$ cat src/rtl/nibble_serial_adder_if.sv
// nibble_serial_adder_if: operand/request and result bundle for the nibble-serial adder.
interface nibble_serial_adder_if #(parameter int NIBBLES = 4);
  localparam int W = 4 * NIBBLES;
  logic         start;
  logic [W-1:0] a;
  logic [W-1:0] b;
  logic         cin;
  logic         sub;
  logic         busy;
  logic         done;
  logic [W-1:0] sum;
  logic         cout;
  logic         ovf;
  modport master (output start, a, b, cin, sub, input busy, done, sum, cout, ovf);
  modport slave  (input start, a, b, cin, sub, output busy, done, sum, cout, ovf);
endinterface

$ cat src/rtl/nibble_serial_adder.sv
// nibble_serial_adder: W-bit add/subtract computed one nibble per cycle through a single 4-bit lookahead adder.
module cla4 (
  input  logic [3:0] i_a,
  input  logic [3:0] i_b,
  input  logic       i_c,
  output logic [3:0] o_s,
  output logic       o_c
);
  logic [3:0] w_g, w_p;
  logic [3:1] w_c;
  assign w_g = i_a & i_b;
  assign w_p = i_a ^ i_b;
  assign w_c[1] = w_g[0] | (w_p[0] & i_c);
  assign w_c[2] = w_g[1] | (w_p[1] & w_g[0]) | (&w_p[1:0] & i_c);
  assign w_c[3] = w_g[2] | (w_p[2] & w_g[1]) | (&w_p[2:1] & w_g[0]) | (&w_p[2:0] & i_c);
  assign o_c    = w_g[3] | (w_p[3] & w_g[2]) | (&w_p[3:2] & w_g[1]) | (&w_p[3:1] & w_g[0]) | (&w_p & i_c);
  assign o_s    = w_p ^ {w_c, i_c};
endmodule

module nibble_serial_adder #(parameter int NIBBLES = 4) (
  input  logic clk,
  input  logic rst_n,
  nibble_serial_adder_if.slave bus
);
  localparam int W  = 4 * NIBBLES;
  localparam int IW = (NIBBLES > 1) ? $clog2(NIBBLES) : 1;
  localparam logic [1:0] IDLE = 2'd0;
  localparam logic [1:0] RUN  = 2'd1;
  localparam logic [1:0] DONE = 2'd2;
  logic [1:0]    r_state;
  logic [IW-1:0] r_idx;
  logic          r_carry;
  logic [W-1:0]  r_a, r_b, r_acc, r_sum;
  logic          r_cout, r_ovf;
  logic [3:0]    w_s;
  logic          w_co;
  logic          w_last;
  logic [W-1:0]  w_res;
  cla4 u_cla (
    .i_a(r_a[{r_idx, 2'b00} +: 4]),
    .i_b(r_b[{r_idx, 2'b00} +: 4]),
    .i_c(r_carry),
    .o_s(w_s),
    .o_c(w_co)
  );
  assign w_last = r_idx == IW'(NIBBLES - 1);
  // accumulator with the current slice merged in; on the last slice this is the full result
  always_comb begin
    w_res = r_acc;
    w_res[{r_idx, 2'b00} +: 4] = w_s;
  end
  always_ff @(posedge clk or negedge rst_n) begin
    if (!rst_n) begin
      r_state <= IDLE;
      r_idx   <= '0;
      r_carry <= 1'b0;
      r_a     <= '0;
      r_b     <= '0;
      r_acc   <= '0;
      r_sum   <= '0;
      r_cout  <= 1'b0;
      r_ovf   <= 1'b0;
    end else if (r_state == IDLE) begin
      if (bus.start) begin
        r_a     <= bus.a;
        r_b     <= bus.sub ? ~bus.b : bus.b;
        r_carry <= bus.sub ? 1'b1 : bus.cin;
        r_idx   <= '0;
        r_state <= RUN;
      end
    end else if (r_state == RUN) begin
      r_acc   <= w_res;
      r_carry <= w_co;
      r_idx   <= r_idx + 1'b1;
      if (w_last) begin
        r_sum   <= w_res;
        r_cout  <= w_co;
        r_ovf   <= (r_a[W-1] == r_b[W-1]) && (w_res[W-1] != r_a[W-1]);
        r_state <= DONE;
      end
    end else begin
      r_state <= IDLE;
    end
  end
  assign bus.busy = r_state == RUN;
  assign bus.done = r_state == DONE;
  assign bus.sum  = r_sum;
  assign bus.cout = r_cout;
  assign bus.ovf  = r_ovf;
endmodule

$ cat src/flat_wrapper.sv
// flat-port wrapper written by rule: the top's interface ports become plain ports
module nibble_serial_adder_flat 
#(parameter int NIBBLES = 4)
  (clk, rst_n, bus_start, bus_a, bus_b, bus_cin, bus_sub, bus_busy, bus_done, bus_sum, bus_cout, bus_ovf);
  nibble_serial_adder_if #(.NIBBLES(NIBBLES)) bus_i ();
  input  logic clk;
  input  logic rst_n;
  input wire logic [$bits(bus_i.start)-1:0] bus_start;
  input wire logic [$bits(bus_i.a)-1:0] bus_a;
  input wire logic [$bits(bus_i.b)-1:0] bus_b;
  input wire logic [$bits(bus_i.cin)-1:0] bus_cin;
  input wire logic [$bits(bus_i.sub)-1:0] bus_sub;
  output wire logic [$bits(bus_i.busy)-1:0] bus_busy;
  output wire logic [$bits(bus_i.done)-1:0] bus_done;
  output wire logic [$bits(bus_i.sum)-1:0] bus_sum;
  output wire logic [$bits(bus_i.cout)-1:0] bus_cout;
  output wire logic [$bits(bus_i.ovf)-1:0] bus_ovf;
  assign bus_i.start = bus_start;
  assign bus_i.a = bus_a;
  assign bus_i.b = bus_b;
  assign bus_i.cin = bus_cin;
  assign bus_i.sub = bus_sub;
  assign bus_busy = bus_i.busy;
  assign bus_done = bus_i.done;
  assign bus_sum = bus_i.sum;
  assign bus_cout = bus_i.cout;
  assign bus_ovf = bus_i.ovf;
  nibble_serial_adder #(.NIBBLES(NIBBLES)) u_core (.clk(clk), .rst_n(rst_n), .bus(bus_i));
endmodule
$ cat config.mk
export PLATFORM = sky130hd
export DESIGN_NAME = nibble_serial_adder_flat
export DESIGN_NICKNAME = d
export VERILOG_FILES = /design/src/rtl/nibble_serial_adder_if.sv /design/src/rtl/nibble_serial_adder.sv /design/src/flat_wrapper.sv
export SDC_FILE = /design/constraint.sdc
export NUM_CORES = 1
export LEC_CHECK = 0
export CORE_MARGIN = 4
export CORE_UTILIZATION = 57
export DETAILED_ROUTE_END_ITERATION = 10
export PLACE_DENSITY_LB_ADDON = 0.2
export SETUP_SLACK_MARGIN = 0.5
export SYNTH_ARGS = -nofsm -noshare
export SYNTH_HDL_FRONTEND = slang
export SYNTH_SLANG_ARGS = --single-unit
$ cat constraint.sdc
create_clock -name clk -period 4.7 [get_ports clk]
set_input_delay 0.94 -clock clk [delete_from_list [all_inputs] [get_ports clk]]
set_output_delay 0.94 -clock clk [all_outputs]
set_load 0.02 [all_outputs]
* Yosys cells after proc, flatten, opt, wreduce, memory -nomap -nowiden
Cells that the tools add are included.
** Cells by class
- Equality and inequality tests :: 7
- Reduce and logical (&&, ||, !) cells :: 14
- $mul :: 0
- Bitwise gates (word level) :: 25
- Shift operators :: 4
- Magnitude comparators :: 0
- $add $sub $neg :: 2
- Mux-type cells :: 13
- Div/mod/pow operators :: 0
** Operator list (count)
- variable part select 16 x 5 -> 4 bit :: 2
- bitwise mux 16 bit :: 1
- two-way mux 16 bit :: 1
- inverter 16 bit :: 1
- variable shift 4 x 6 -> 16 bit (first input constant) :: 1
- variable part select 4 x 6 -> 16 bit :: 1
- two-way mux 2 bit :: 7
- AND reduction 2 bit :: 7
- AND 1 bit :: 10
- OR 1 bit :: 10
- AND reduction 3 bit :: 3
- XOR 4 bit :: 2
- negation 4 -> 6 bit :: 1
- AND 4 bit :: 1
- equality test 2 bit (second input constant) :: 2
- two-way mux 1 bit :: 4
- AND reduction 4 bit :: 1
- != test 3 x 1 -> 1 bit (second input constant) :: 1
- adder 2 x 1 -> 2 bit (second input constant) :: 1
- equality test 2 x 1 -> 1 bit (second input constant) :: 1
- logical NOT 2 bit :: 1
- != test 2 bit (second input constant) :: 1
- nonzero test 2 bit :: 1
- equality test 1 bit :: 1
- other kinds (3) :: 3
** Word-level totals
- Output and inout port bits :: 20
- Register bits after elaboration :: 71
- Logic and storage cells :: 74
- Bits in read-only memories :: 0
- RAM bits :: 0
- Input bits :: 37
- Latch bits :: 0
- Memories kept :: 0

* Depth between registers and ports, before layout
Gate-level depths: netlist of run 1.
- Depth in word-level cells :: 11
- Gate-level depth with buffers :: 8
- Mapped depth without buffers :: 7

* Hierarchy
A second synthesis of run 1 with hierarchy kept.
** Second synthesis, totals
- Cells, all modules :: 304
- Area total of the unflattened synthesis :: 3474.6 µm²
** By module, submodules not included
- nibble_serial_adder :: times used 1, area an instance 3326.9 µm², seq. area each 1776.7 µm², cells each 287
- cla4 :: times used 1, area an instance 147.6 µm², seq. area each 0.0 µm², cells each 17

* Worst setup path after synthesis of run 1
Ideal clock, no wire load.
- Path kind :: reg2reg
- From :: reg u_core.r_idx[0]
- To :: reg u_core.r_ovf, in the netlist u_core.bus.ovf
- Library setup time :: 0.070 ns
- Arrival :: 2.479 ns
- Path slack :: 2.151 ns
- Stages on the path, launching flop included :: 9
- Buffers on the path :: 1
- Path through :: dfrtp_1 -> buf_2 -> mux4_2 -> ha_1 -> a41oi_1 -> o21ai_2 -> xor2_2 -> a211o_1 -> nand3_1
** Between the ends
- Word-level cells in the longest chain between the ends :: 11
- Elaborated cells on any way between the ends :: 28
- Those cells by class :: 1 x add/sub; 2 x eq/ne; 4 x shift; 1 x mux; 15 x bitwise; 5 x reduce/logical
** RTL lines
- start, declared :: line nibble_serial_adder.sv:31 : logic [IW-1:0] r_idx;
- start signal, assigned :: line nibble_serial_adder.sv:74 : r_idx <= r_idx + 1'b1;
- variable part select 16 x 5 -> 4 bit (on tied branches) :: line nibble_serial_adder.sv:40, nibble_serial_adder.sv:41
- XOR 4 bit or AND 4 bit (tied branches) :: line nibble_serial_adder.sv:12, nibble_serial_adder.sv:11
- AND 1 bit or AND reduction 2 bit (tied branches) :: line nibble_serial_adder.sv:15 : assign w_c[3] = w_g[2] | (w_p[2] & w_g[1]) | (&w_p[2:1] & w_g[0]) | (&w_p[2:0] & i_c);
- OR 1 bit or AND 1 bit (tied branches) :: line nibble_serial_adder.sv:15
- OR 1 bit (2 in a row) :: line nibble_serial_adder.sv:15
- XOR 4 bit :: line nibble_serial_adder.sv:17 : assign o_s = w_p ^ {w_c, i_c};
- variable part select 4 x 6 -> 16 bit :: line nibble_serial_adder.sv:50 : w_res[{r_idx, 2'b00} +: 4] = w_s;
- bitwise mux 16 bit :: line nibble_serial_adder.sv:50
- != test 1 bit :: line nibble_serial_adder.sv:78 : r_ovf <= (r_a[W-1] == r_b[W-1]) && (w_res[W-1] != r_a[W-1]);
- logical AND 1 bit :: line nibble_serial_adder.sv:78
- end signal, assigned :: line nibble_serial_adder.sv:78
- end, declared :: line nibble_serial_adder.sv:34 : logic r_cout, r_ovf;
Several ways; a longest one is shown, not always the timed one.
A chain may end at the register's enable or synchronous reset.

* Worst setup path after layout of run 1
- From :: reg u_core.r_idx[0]
- To :: reg u_core.r_acc[3]
** Between the ends
- Word-level cells in the longest chain between the ends :: 9
- Elaborated cells on any way between the ends :: 24
- Those cells by class :: 1 x add/sub; 4 x shift; 1 x mux; 15 x bitwise; 3 x reduce/logical
** RTL lines
- variable part select 16 x 5 -> 4 bit (on tied branches) :: line nibble_serial_adder.sv:40, nibble_serial_adder.sv:41
- XOR 4 bit or AND 4 bit (tied branches) :: line nibble_serial_adder.sv:12, nibble_serial_adder.sv:11
- AND 1 bit or AND reduction 2 bit (tied branches) :: line nibble_serial_adder.sv:15
- OR 1 bit or AND 1 bit (tied branches) :: line nibble_serial_adder.sv:15
- OR 1 bit (2 in a row) :: line nibble_serial_adder.sv:15
- XOR 4 bit :: line nibble_serial_adder.sv:17
- variable part select 4 x 6 -> 16 bit :: line nibble_serial_adder.sv:50
- bitwise mux 16 bit * :: line nibble_serial_adder.sv:50
- end signal, assigned :: line nibble_serial_adder.sv:72 : r_acc <= w_res;
- end, declared :: line nibble_serial_adder.sv:33 : logic [W-1:0] r_a, r_b, r_acc, r_sum;
Every way passes the cells marked *; elsewhere a longest branch is shown, timed or not.

==> results of run 1 <==
## worst max-delay path by stage
stage                    start               end  slack (ns)  cells past startpoint
2_1_floorplan  u_core.r_idx[0]    u_core.bus.ovf        2.15                      8
3_3_place_gp         bus_start     u_core.r_b[1]        1.83                      5
3_5_place_dp   u_core.r_idx[0]   u_core.r_acc[3]        1.71                      7
4_1_cts        u_core.r_idx[0]   u_core.r_acc[3]        1.69                      7
5_1_grt        u_core.r_idx[0]  u_core.r_acc[11]        1.41                      7
6_report       u_core.r_idx[0]   u_core.r_acc[3]        1.68                      7
## state kept, by name, indices dropped and copies added (netlist names)
signal,flops
u_core.r_idx,2
u_core.bus.sum,16
u_core.r_b,16
u_core.r_carry,1
u_core.bus.ovf,1
u_core.r_acc,16
u_core.bus.cout,1
u_core.r_state,2
u_core.r_a,16
## metrics by stage
| stage | utilization (%) | instances | hold slack [ns] | instance area [µm²] |
|---|---|---|---|---|
| CTS | 74.4 | 437 | 0.478 | 4200 |
| global placement | 71.1 | 423 | 0.453 | 4010 |
| detailed placement | 71.1 | 423 | 0.463 | 4010 |
| finish | 74.4 | 437 | 0.472 | 4200 |
| global route | 74.4 | 437 | 0.498 | 4200 |
| floorplan | - | 305 | 0.442 | 3400 |
## cell type report
type | instances | area (µm²) | area share, %
flip-flops and latches | 71 | 1780 | 42.3
well taps | 72 | 90.1 | 2.15
multi-input cells | 209 | 1530 | 36.4
repair buffers | 58 | 571 | 13.6
inverters | 13 | 48.8 | 1.16
clock buffers | 14 | 183 | 4.35
## worst reg2reg max path, delay by kind of cell (launching register included)
| kind | cells | cell delay [ns] |
|---|---|---|
| adders and majority gates | 1 | 0.33 |
| AOI/OAI and AO/OA | 3 | 0.58 |
| and+or+nand+nor | 1 | 0.19 |
| xor gates and xnor gates | 1 | 0.31 |
| muxes | 1 | 0.68 |
| DFF | 1 | 0.83 |
## layout by cell type (no fill, tap or decap), types with 6 or more instances in the layout
cell type	n
a21oi_1	28
nand2_1	27
o21ai_0	17
ha_1	10
a22o_1	8
mux2_2	18
clkdlybuf4s50_1	55
nor2b_1	7
clkbuf_8	13
dfrtp_1	71
inv_1	11
mux4_2	6
nor2_1	33
xnor2_1	18
## power groups by stage
stage | Clock [mW] | Combinational [mW] | Sequential [mW]
after global routing | 0.486 | 1.96 | 1.13
after detailed placement | 0 | 1.76 | 1.09
after CTS | 0.460 | 1.77 | 1.08
after floorplan | 0 | 1.18 | 1.10
final | 0.457 | 1.79 | 1.09
after global placement | 0 | 1.68 | 1.09
## routing by layer
| metal | vias up | global-route usage (%) |
|---|---|---|
| li1 | 1184 | - |
| met1 | 1205 | 30.3 |
| met2 | 88 | 33.2 |
| met3 | 19 | 6.50 |
| met4 | 0 | 8.78 |
| met5 | - | 0 |
## kinds of logic (layout without fill, tap and decap cells)
logic type	after synthesis	count (layout)
buffers and inverters	25	85
multiplexers	26	26
AND/OR/NAND/NOR	84	84
flip-flops	71	71
AO/OA/AOI/OAI	69	69
adder cells (fa/ha/maj)	11	11
XOR/XNOR	19	19
==> summary.txt, run 1 <==
Worst hold path
  • Worst Hold Class: reg -> reg
  • Hold Path Sink: u_core.r_acc[10]
  • Worst Min Path Start: u_core.r_acc[10]
  • WHS Path Cells: 2

Power and ir drop
  • Pwr per Cell Area: roughly 790 nW/µm²
  • Comb power frac: a little over half
  • Sw Ratio: 43.9%
  • Total Power: about 3.3 mW
  • P_int: approximately 1.9 mW
  • Worst vdd ir: ~370 µV
  • Clock network power share: around 14%
  • NetSw: around 1.5 mW
  • Sequential fraction of design power: between 30 and 40%
  • Leak: 1.78 nW

Routing
  • DRC: 0
  • Met2 WL: ~3.3 mm
  • WL final: 7.16 mm
  • DRT met1 WL: around 3.1 mm
  • Via count: about 2500
  • 1st-pass router iterations: 4
  • WL met3: between 500 and 600 µm
  • Highest Signal Layer: met4
  • Initial DRC count: around 290
  • Drt wl/cell: ~16 µm
  • Routed Antenna Nets: 0
  • Avg Vias per Cell: between 5 and 6

Timing
  • RSZ-0062 raised after global routing: no
  • Worst-Margin Slew: 0.953 ns
  • Final Hold Viols: 0
  • Slew margin rel.: around 36%
  • Setup violations, final: 0
  • Fin Setup TNS: 0 ns
  • Worst Skew: 0.00799 ns
  • Final worst slack: ~1.7 ns
  • Max Clock Freq: roughly 330 MHz
  • Slew Limit Fails: 0
  • Final period util: between 60% and 70%
  • Tmin final: between 3 and 4 ns

Run status
  • Outcome: finished, final reports clean

Clocking
  • CTS Root Buffer Type: clkbuf_8
  • Clock buffer count from CTS: 9
  • H-tree Lvls: 3
  • CTS tree: yes
  • Clock transition at path regs: roughly 0.070 ns
  • Post-cts resize count: 0
  • # clock sinks: 71
  • Post-CTS setup buffer count: 0
  • Clk Latency, worst-skew pair: 0.35 ns
  • Cts hold-fix bufs: 0
  • Max Root-Sink Buffers: 2

Synthesis
  • Post-synthesis mux area share: between 10% and 20%
  • Mean Syn Cell Area: approximately 11 µm²
  • Syn nets: 353
  • List of most frequent post-synthesis cells: dfrtp_1 (71), nor2_1 (33), a21oi_1 (28)
  • Post-synthesis sequential area ratio: between 50% and 60%
  • Post-synth EDFFs: 0
  • Yosys top cell by area: dfrtp_1
  • Top_reg_cell synth: dfrtp_1
  • Mapped Area: ~3400 µm²
  • Largest family of logic cells by synthesized area: compound AO/OA/AOI/OAI gates
  • Synthesized instance count: 305
  • Synth area leaders: dfrtp_1 (52%), mux2_2 (6.0%), xnor2_1 (4.6%), a21oi_1 (4.1%), mux4_2 (4.0%)
  • Most frequent cell after synthesis: dfrtp_1
  • Distinct cells, synth: 39
  • Asr flop ratio synth: 100%
  • Yosys synthesis warning count: 0
  • Yosys top cell area share: a little over half
  • Adder-cell share of the synthesized area: approximately 4.3%
  • Register bit total from synthesis: 71
  • Xor-xnor portion of the synthesized cell area: between 5 and 6%
  • Post-Synth Simple-Gate Area: roughly 11%
  • Compound-Gate Fraction of Synth Area: between 10% and 20%

Flow run
  • Max cap viols: 0

Floorplan
  • Cell Rows: 27
  • Core box area: 5640 µm²
  • Boundary Pins: between 50 and 60
  • Die width: around 85 µm
  • Initial cell density of the core: 60.3%
  • Die Span Y: about 85 µm
  • Die ar.: about 7300 µm²

Place
  • DP HPWL: around 5 mm
  • PortBufs: between 50 and 60
  • Post-placement setup slack: ~1.7 ns
  • Routability cong.: 0.846

Setup path
  • Crit. End Element: register
  • CP delay by family, top: flip-flops
  • Required time of the worst setup path: 4.96 ns
  • FF-to-FF Start: u_core.r_idx[0]
  • FF-to-FF path depth: 7
  • Register-to-Register Setup Slack: between 1.5 and 2 ns
  • Largest stage delay, worst path: slightly above 0.8 ns
  • Crit Path Category: reg -> reg
  • CP startpoint kind: register
  • Worst path slowest cell: dfrtp_1
  • Crit-path cells: mux4_1 -> ha_1 -> a41oi_1 -> o21ai_2 -> xor2_2 -> nand2_1 -> o21ai_0
  • CP Max Fanout: 16
  • WP buf/inv: 0
  • Crit path DAT: approximately 3.3 ns
  • R2r endpoint: u_core.r_acc[3]

Global routing
  • First-pass GRT wire length: 12.5 mm
  • Largest net degree at the start of global routing: 40
  • Initial antenna violation count: 0
  • Vias in the first global route: 2593
  • GRT Total Usage: between 20% and 30%
  • GR Overflow Total: 0

Final layout
  • NumNets Final: just over 400
  • ANT cells: 0
  • Synthesis-to-layout area growth: 23.4%
  • Fillers: between 300 and 400
  • Layout cells sized above 1: 13.4%
No activity file was read; power rests on OpenSTA's default activity.
==> inputs of run 2 (changes only) <==
- CORE_UTILIZATION: 57 -> 48
- clock period: 4.7 -> 2.7 ns (I/O delays scaled with it)
==> run 2 against run 1 <==
Largest power group unchanged. Critical path type unchanged. Non-clock buffer count is 16 higher. Sequential share of layout area is 3.4 points lower. Wire length is 4.5% higher. Largest cell class unchanged.
==> summary.txt, run 2 (synthesis gave the netlist of run 1 again) <==
Floorplan
  • Cell Rows: 30 (was 27)
  • Initial cell density of the core: 49.8% (was 60.3%)
  • Boundary Pins: 57 (unchanged)
  • Core box area: 6830 µm² (was 5640 µm²)
  • Die Span Y: 92.2 µm (was 85.3 µm)
  • Die width: 92.2 µm (was 85.3 µm)
  • Die ar.: 8500 µm² (was 7270 µm²)

Routing
  • WL met3: 413 µm (was 508 µm)
  • Avg Vias per Cell: 5.27 (was 5.71)
  • 1st-pass router iterations: 4 (unchanged)
  • Routed Antenna Nets: 0 (unchanged)
  • Met2 WL: 3.59 mm (was 3.34 mm)
  • Highest Signal Layer: met4 (unchanged)
  • Via count: 2524 (was 2496)
  • Drt wl/cell: 15.6 µm (was 16.4 µm)
  • DRT met1 WL: 3.42 mm (was 3.14 mm)
  • DRC: 0 (unchanged)
  • Initial DRC count: 191 (was 287)
  • WL final: 7.48 mm (was 7.16 mm)

Setup path
  • Crit-path cells: buf_4 -> mux4_2 -> ha_4 -> a21o_1 -> a21oi_4 -> xnor2_4 -> a221oi_2 -> nor2_1 (was mux4_1 -> ha_1 -> a41oi_1 -> o21ai_2 -> xor2_2 -> nand2_1 -> o21ai_0)
  • Largest stage delay, worst path: 0.54 ns (was 0.83 ns)
  • CP startpoint kind: register (unchanged)
  • Worst path slowest cell: mux4_2 (was dfrtp_1)
  • Required time of the worst setup path: 2.95 ns (was 4.96 ns)
  • Crit Path Category: reg -> reg (unchanged)
  • Crit path DAT: 2.56 ns (was 3.28 ns)
  • FF-to-FF path depth: 8 (was 7)
  • Crit. End Element: register (unchanged)
  • CP Max Fanout: 5 (was 16)

Timing
  • Setup violations, final: 0 (unchanged)
  • Slew margin rel.: 68.2% (was 36.4%)
  • Worst-Margin Slew: 0.473 ns (was 0.953 ns)
  • Worst Skew: 0.00734 ns (was 0.00799 ns)
  • RSZ-0062 raised after global routing: yes (was no)
  • Tmin final: 2.31 ns (was 3.02 ns)
  • Fin Setup TNS: 0 ns (unchanged)
  • Final Hold Viols: 0 (unchanged)
  • Slew Limit Fails: 0 (unchanged)
  • Final period util: 85.7% (was 64.2%)
  • Max Clock Freq: 432 MHz (was 331 MHz)

Power and ir drop
  • Worst vdd ir: 732 µV (was 375 µV)
  • Leak: 1.90 nW (was 1.78 nW)
  • Pwr per Cell Area: 1550 nW/µm² (was 793 nW/µm²)

Global routing
  • GR Overflow Total: 0 (unchanged)
  • Vias in the first global route: 2424 (was 2593)
  • GRT Total Usage: 18.4% (was 22.1%)
  • First-pass GRT wire length: 12.1 mm (was 12.5 mm)
  • Largest net degree at the start of global routing: 35 (was 40)
  • Initial antenna violation count: 0 (unchanged)

Final layout
  • Commonest non-fill, non-tap cell in the layout: dfrtp_1 (unchanged)
  • Fillers: 538 (was 385)
  • Footprint of the multi-input gates: 1690 µm² (was 1530 µm²)
  • Fin area: 4560 µm² (was 4200 µm²)
  • Most frequent cells in the layout: dfrtp_1 (69), clkdlybuf4s50_1 (54), nor2_1 (31) (was dfrtp_1 (71), clkdlybuf4s50_1 (55), nor2_1 (33))
  • ANT cells: 0 (unchanged)
  • Synthesis-to-layout area growth: 34.2% (was 23.4%)
  • Finished Layout Cells: 479 (was 437)
  • Layout cells sized above 1: 24.5% (was 13.4%)
  • FF/Latch Area: 1780 µm² (about the same)
  • NumNets Final: 426 (was 410)

Clocking
  • Clock buffer count from CTS: 9 (unchanged)
  • Max Root-Sink Buffers: 2 (unchanged)
  • # clock sinks: 71 (unchanged)
  • H-tree Lvls: 3 (unchanged)
  • Cts hold-fix bufs: 0 (unchanged)
  • Clock transition at path regs: 0.09 ns (was 0.07 ns)
  • CTS tree: yes (unchanged)
  • Clk Latency, worst-skew pair: 0.35 ns (about the same)
  • CTS Root Buffer Type: clkbuf_8 (unchanged)

Place
  • Placed inst area: 4160 µm² (was 4010 µm²)
  • DP HPWL: 5.35 mm (was 5.13 mm)
  • Placed cells: 456 (was 423)
  • Routability cong.: 0.844 (was 0.846)
  • PortBufs: 56 (unchanged)

Flow run
  • Max cap viols: 0 (unchanged)

Run status
  • Outcome: finished, final reports clean (unchanged)

Worst hold path
  • Worst Hold Class: in -> async (was reg -> reg)
==> run 2: final timing paths <==
check	slack [ns]	to	startpoint
setup / recovery	0.39	u_core.bus.sum[2]	u_core.r_idx[0]
hold / removal	0.14	u_core.r_a[2]	rst_n
setup reg to reg	0.39	u_core.bus.sum[2]	u_core.r_idx[0]
hold reg to reg	0.48	u_core.bus.sum[12]	u_core.bus.sum[12]
max in group asynchronous	1.77	u_core.r_a[7]	rst_n
min in group clk	0.48	u_core.bus.sum[12]	u_core.bus.sum[12]
==> run 2: metal layers <==
metal  vias to the layer above  GRT usage, %
met5                         -             0
met4                         0          5.82
met3                         8          4.35
met2                        68          28.2
met1                      1231          26.0
li1                       1217             -
==> run 2: repair_timing <==
action	in CTS	in global routing
resized for setup	11	26
buffers inserted	4	3
setup endpoints to repair	27	34
pin swaps	1	7
==> run 2: layout make-up <==
class                      instances  share of cell area [%]
sequential                        71                    39.0
multi-input combinational        209                    36.9
timing repair buffer              74                    15.3
clock buffer                       9                    2.71
tap                               96                    2.63
clock inverter                     7                    2.25
inverter                          13                    1.23
==> run 2: critical path, delay by kind of cell (launching register included) <==
family / cells / cell delay (ns)
compound gates: 3 / 0.65
xor+xnor: 1 / 0.14
fa+ha+maj: 1 / 0.27
buf+inv: 1 / 0.13
flops: 1 / 0.41
mux: 1 / 0.54
simple gates: 1 / 0.06
==> run 2: power breakdown <==
part / internal [mW] / switching, mW / total, mW
logic: 1.95 / 2.29 / 4.24
registers: 1.54 / 0.316 / 1.86
clock network: 0.531 / 0.449 / 0.980
total: 4.02 / 3.06 / 7.08
==> run 2: stage by stage <==
step	setup slack [ns]	utilization [%]	total power [mW]	hold slack, ns
after floorplan	0.446	-	4.16	0.244
after global placement	0.148	60.8	5.18	0.461
after detailed placement	0.0869	60.8	5.27	0.464
after CTS	0.370	65.4	6.60	0.135
after global routing	0.268	66.8	7.55	0.158
final	0.386	66.8	7.08	0.138
==> inputs of run 3 (changes only) <==
- CORE_ASPECT_RATIO: not set -> 1.4
- MAX_ROUTING_LAYER: not set -> met4
==> run 3 against run 2 <==
Clock skew grew 0.0032 ns. Critical path type unchanged. Core utilization grew 0.88 points. Critical path depth is the same. Worst hold slack gained 0.085 ns. Highest routed layer unchanged. Count of clock-buffer cells in the layout grew 1.
==> summary.txt, run 3 (synthesis gave the netlist of run 1 again) <==
Setup path
  • FF-to-FF path depth: 8 (unchanged)
  • Register-to-Register Setup Slack: 0.32 ns (was 0.39 ns)
  • Largest stage delay, worst path: 0.54 ns (about the same)
  • FF-to-FF Start: u_core.r_idx[0] (unchanged)
  • CP Max Fanout: 7 (was 5)
  • CP delay by family, top: compound AO/OA/AOI/OAI gates (unchanged)
  • R2r endpoint: u_core.bus.ovf (was u_core.bus.sum[2])
  • Crit-path cells: buf_6 -> mux4_2 -> ha_4 -> a41oi_4 -> o21ai_4 -> xor2_4 -> a211o_1 -> nand3_1 (was buf_4 -> mux4_2 -> ha_4 -> a21o_1 -> a21oi_4 -> xnor2_4 -> a221oi_2 -> nor2_1)
  • Worst path slowest cell: mux4_2 (unchanged)
  • Crit path DAT: 2.60 ns (was 2.56 ns)
  • Crit. path cell count: 8 (unchanged)
  • Required time of the worst setup path: 2.93 ns (was 2.95 ns)
  • Crit. End Element: register (unchanged)
  • Crit Path Category: reg -> reg (unchanged)
  • CP startpoint kind: register (unchanged)
  • WP buf/inv: 1 (unchanged)

Global routing
  • Initial antenna violation count: 0 (unchanged)
  • Largest net degree at the start of global routing: 53 (was 35)
  • GRT Total Usage: 19.9% (was 18.4%)
  • Vias in the first global route: 2527 (was 2424)
  • GR Overflow Total: 0 (unchanged)
  • First-pass GRT wire length: 12.6 mm (was 12.1 mm)

Timing
  • Final worst slack: 0.323 ns (was 0.386 ns)
  • Hold_ws: 0.223 ns (was 0.138 ns)
  • Final period util: 88.1% (was 85.7%)
  • Slew Limit Fails: 0 (unchanged)
  • Final Hold Viols: 0 (unchanged)
  • Max Clock Freq: 421 MHz (was 432 MHz)
  • Fin Setup TNS: 0 ns (unchanged)
  • Setup violations, final: 0 (unchanged)
  • RSZ-0062 raised after global routing: yes (unchanged)
  • Worst-Margin Slew: 0.664 ns (was 0.473 ns)
  • Tmin final: 2.38 ns (was 2.31 ns)
  • Slew margin rel.: 55.8% (was 68.2%)
  • Worst Skew: 0.0106 ns (was 0.00734 ns)

Routing
  • Avg Vias per Cell: 5.40 (was 5.27)
  • Initial DRC count: 166 (was 191)
  • WL final: 7.80 mm (was 7.48 mm)
  • Drt wl/cell: 16.4 µm (was 15.6 µm)
  • Routed Antenna Nets: 0 (unchanged)
  • 1st-pass router iterations: 4 (unchanged)
  • DRC: 0 (unchanged)
  • Via count: 2571 (was 2524)

Place
  • Placed cells: 454 (was 456)
  • DP HPWL: 5.44 mm (was 5.35 mm)
  • Routability cong.: 0.875 (was 0.844)
  • PortBufs: 56 (unchanged)
  • Post-placement setup slack: 0.103 ns (was 0.0869 ns)

Floorplan
  • Cell Rows: 36 (was 30)
  • Die Span Y: 108 µm (was 92.2 µm)
  • Initial cell density of the core: 49.0% (was 49.8%)
  • Core box area: 6940 µm² (was 6830 µm²)
  • Die width: 79.2 µm (was 92.2 µm)
  • Boundary Pins: 57 (unchanged)
  • Die ar.: 8520 µm² (was 8500 µm²)

Final layout
  • NumNets Final: 424 (was 426)
  • Most frequent cells in the layout: dfrtp_1 (70), clkdlybuf4s50_1 (54), nor2_1 (31) (was dfrtp_1 (69), clkdlybuf4s50_1 (54), nor2_1 (31))
  • Finished Layout Cells: 476 (was 479)
  • Commonest non-fill, non-tap cell in the layout: dfrtp_1 (unchanged)
  • Synthesis-to-layout area growth: 38.0% (was 34.2%)
  • ANT cells: 0 (unchanged)
  • Layout cells sized above 1: 27.3% (was 24.5%)

Clocking
  • Clock buffer count from CTS: 9 (unchanged)
  • # clock sinks: 71 (unchanged)
  • Max Root-Sink Buffers: 2 (unchanged)
  • Clock transition at path regs: 0.08 ns (was 0.09 ns)
  • CTS Root Buffer Type: clkbuf_8 (unchanged)
  • Clk Latency, worst-skew pair: 0.34 ns (was 0.35 ns)
  • CTS tree: yes (unchanged)
  • H-tree Lvls: 3 (unchanged)

Run status
  • Outcome: finished, final reports clean (unchanged)

Flow run
  • Max cap viols: 0 (unchanged)

Worst hold path
  • Worst Hold Class: in -> async (unchanged)
run 3: cell count changes in the layout (fill, tap and decap cells not counted), moves of 3 or more:
cell	previous run	this run
inv_6	3	0
o21ai_2	3	7
o21ai_1	9	6
buf_4	16	11
run 3: worst max-delay path by stage:
stage                               start                 end  slack [ns]
after floorplan           u_core.r_idx[0]    u_core.r_acc[11]        0.45
after global placement    u_core.r_idx[0]  u_core.bus.sum[14]        0.21
after CTS                 u_core.r_idx[0]   u_core.bus.sum[3]        0.36
after global routing      u_core.r_idx[0]   u_core.bus.sum[3]        0.20
final                     u_core.r_idx[0]      u_core.bus.ovf        0.32
after detailed placement  u_core.r_idx[0]  u_core.bus.sum[14]        0.10
run 3: metrics by stage:
stage          utilization (%)  area, µm²
4_1_cts                   65.8       4570
2_1_floorplan                -       3450
3_5_place_dp              60.1       4170
5_1_grt                   67.7       4700
3_3_place_gp              60.1       4170
6_report                  67.7       4700
run 3: timing repair:
item / in CTS / in global routing
pin swaps: 13 / 15
hold buffers: 0 / 0
setup endpoints to repair: 30 / 34
setup buffers: 6 / 0
gates resized for setup: 24 / 30
run 3: layer usage:
metal / share of wire (%) / track usage, %
met1: 39 / 23.5
met2: 54 / 33.4
met3: 3.9 / 3.77
met4: 3.3 / 8.48
met5: 0 / -
run 3: cell type report:
| class | count | area (µm²) |
|---|---|---|
| fill | 548 | 2240 |
| inverter | 13 | 51.3 |
| multi-input combinational | 209 | 1790 |
| timing repair buffer | 72 | 711 |
| clock inverter | 6 | 108 |
| sequential | 71 | 1780 |
| tap | 95 | 119 |
| clock buffer | 10 | 138 |
Power of run 3 is not shown: default switching activity piles up to over one toggle a cycle in this logic, so the estimate is an artifact.
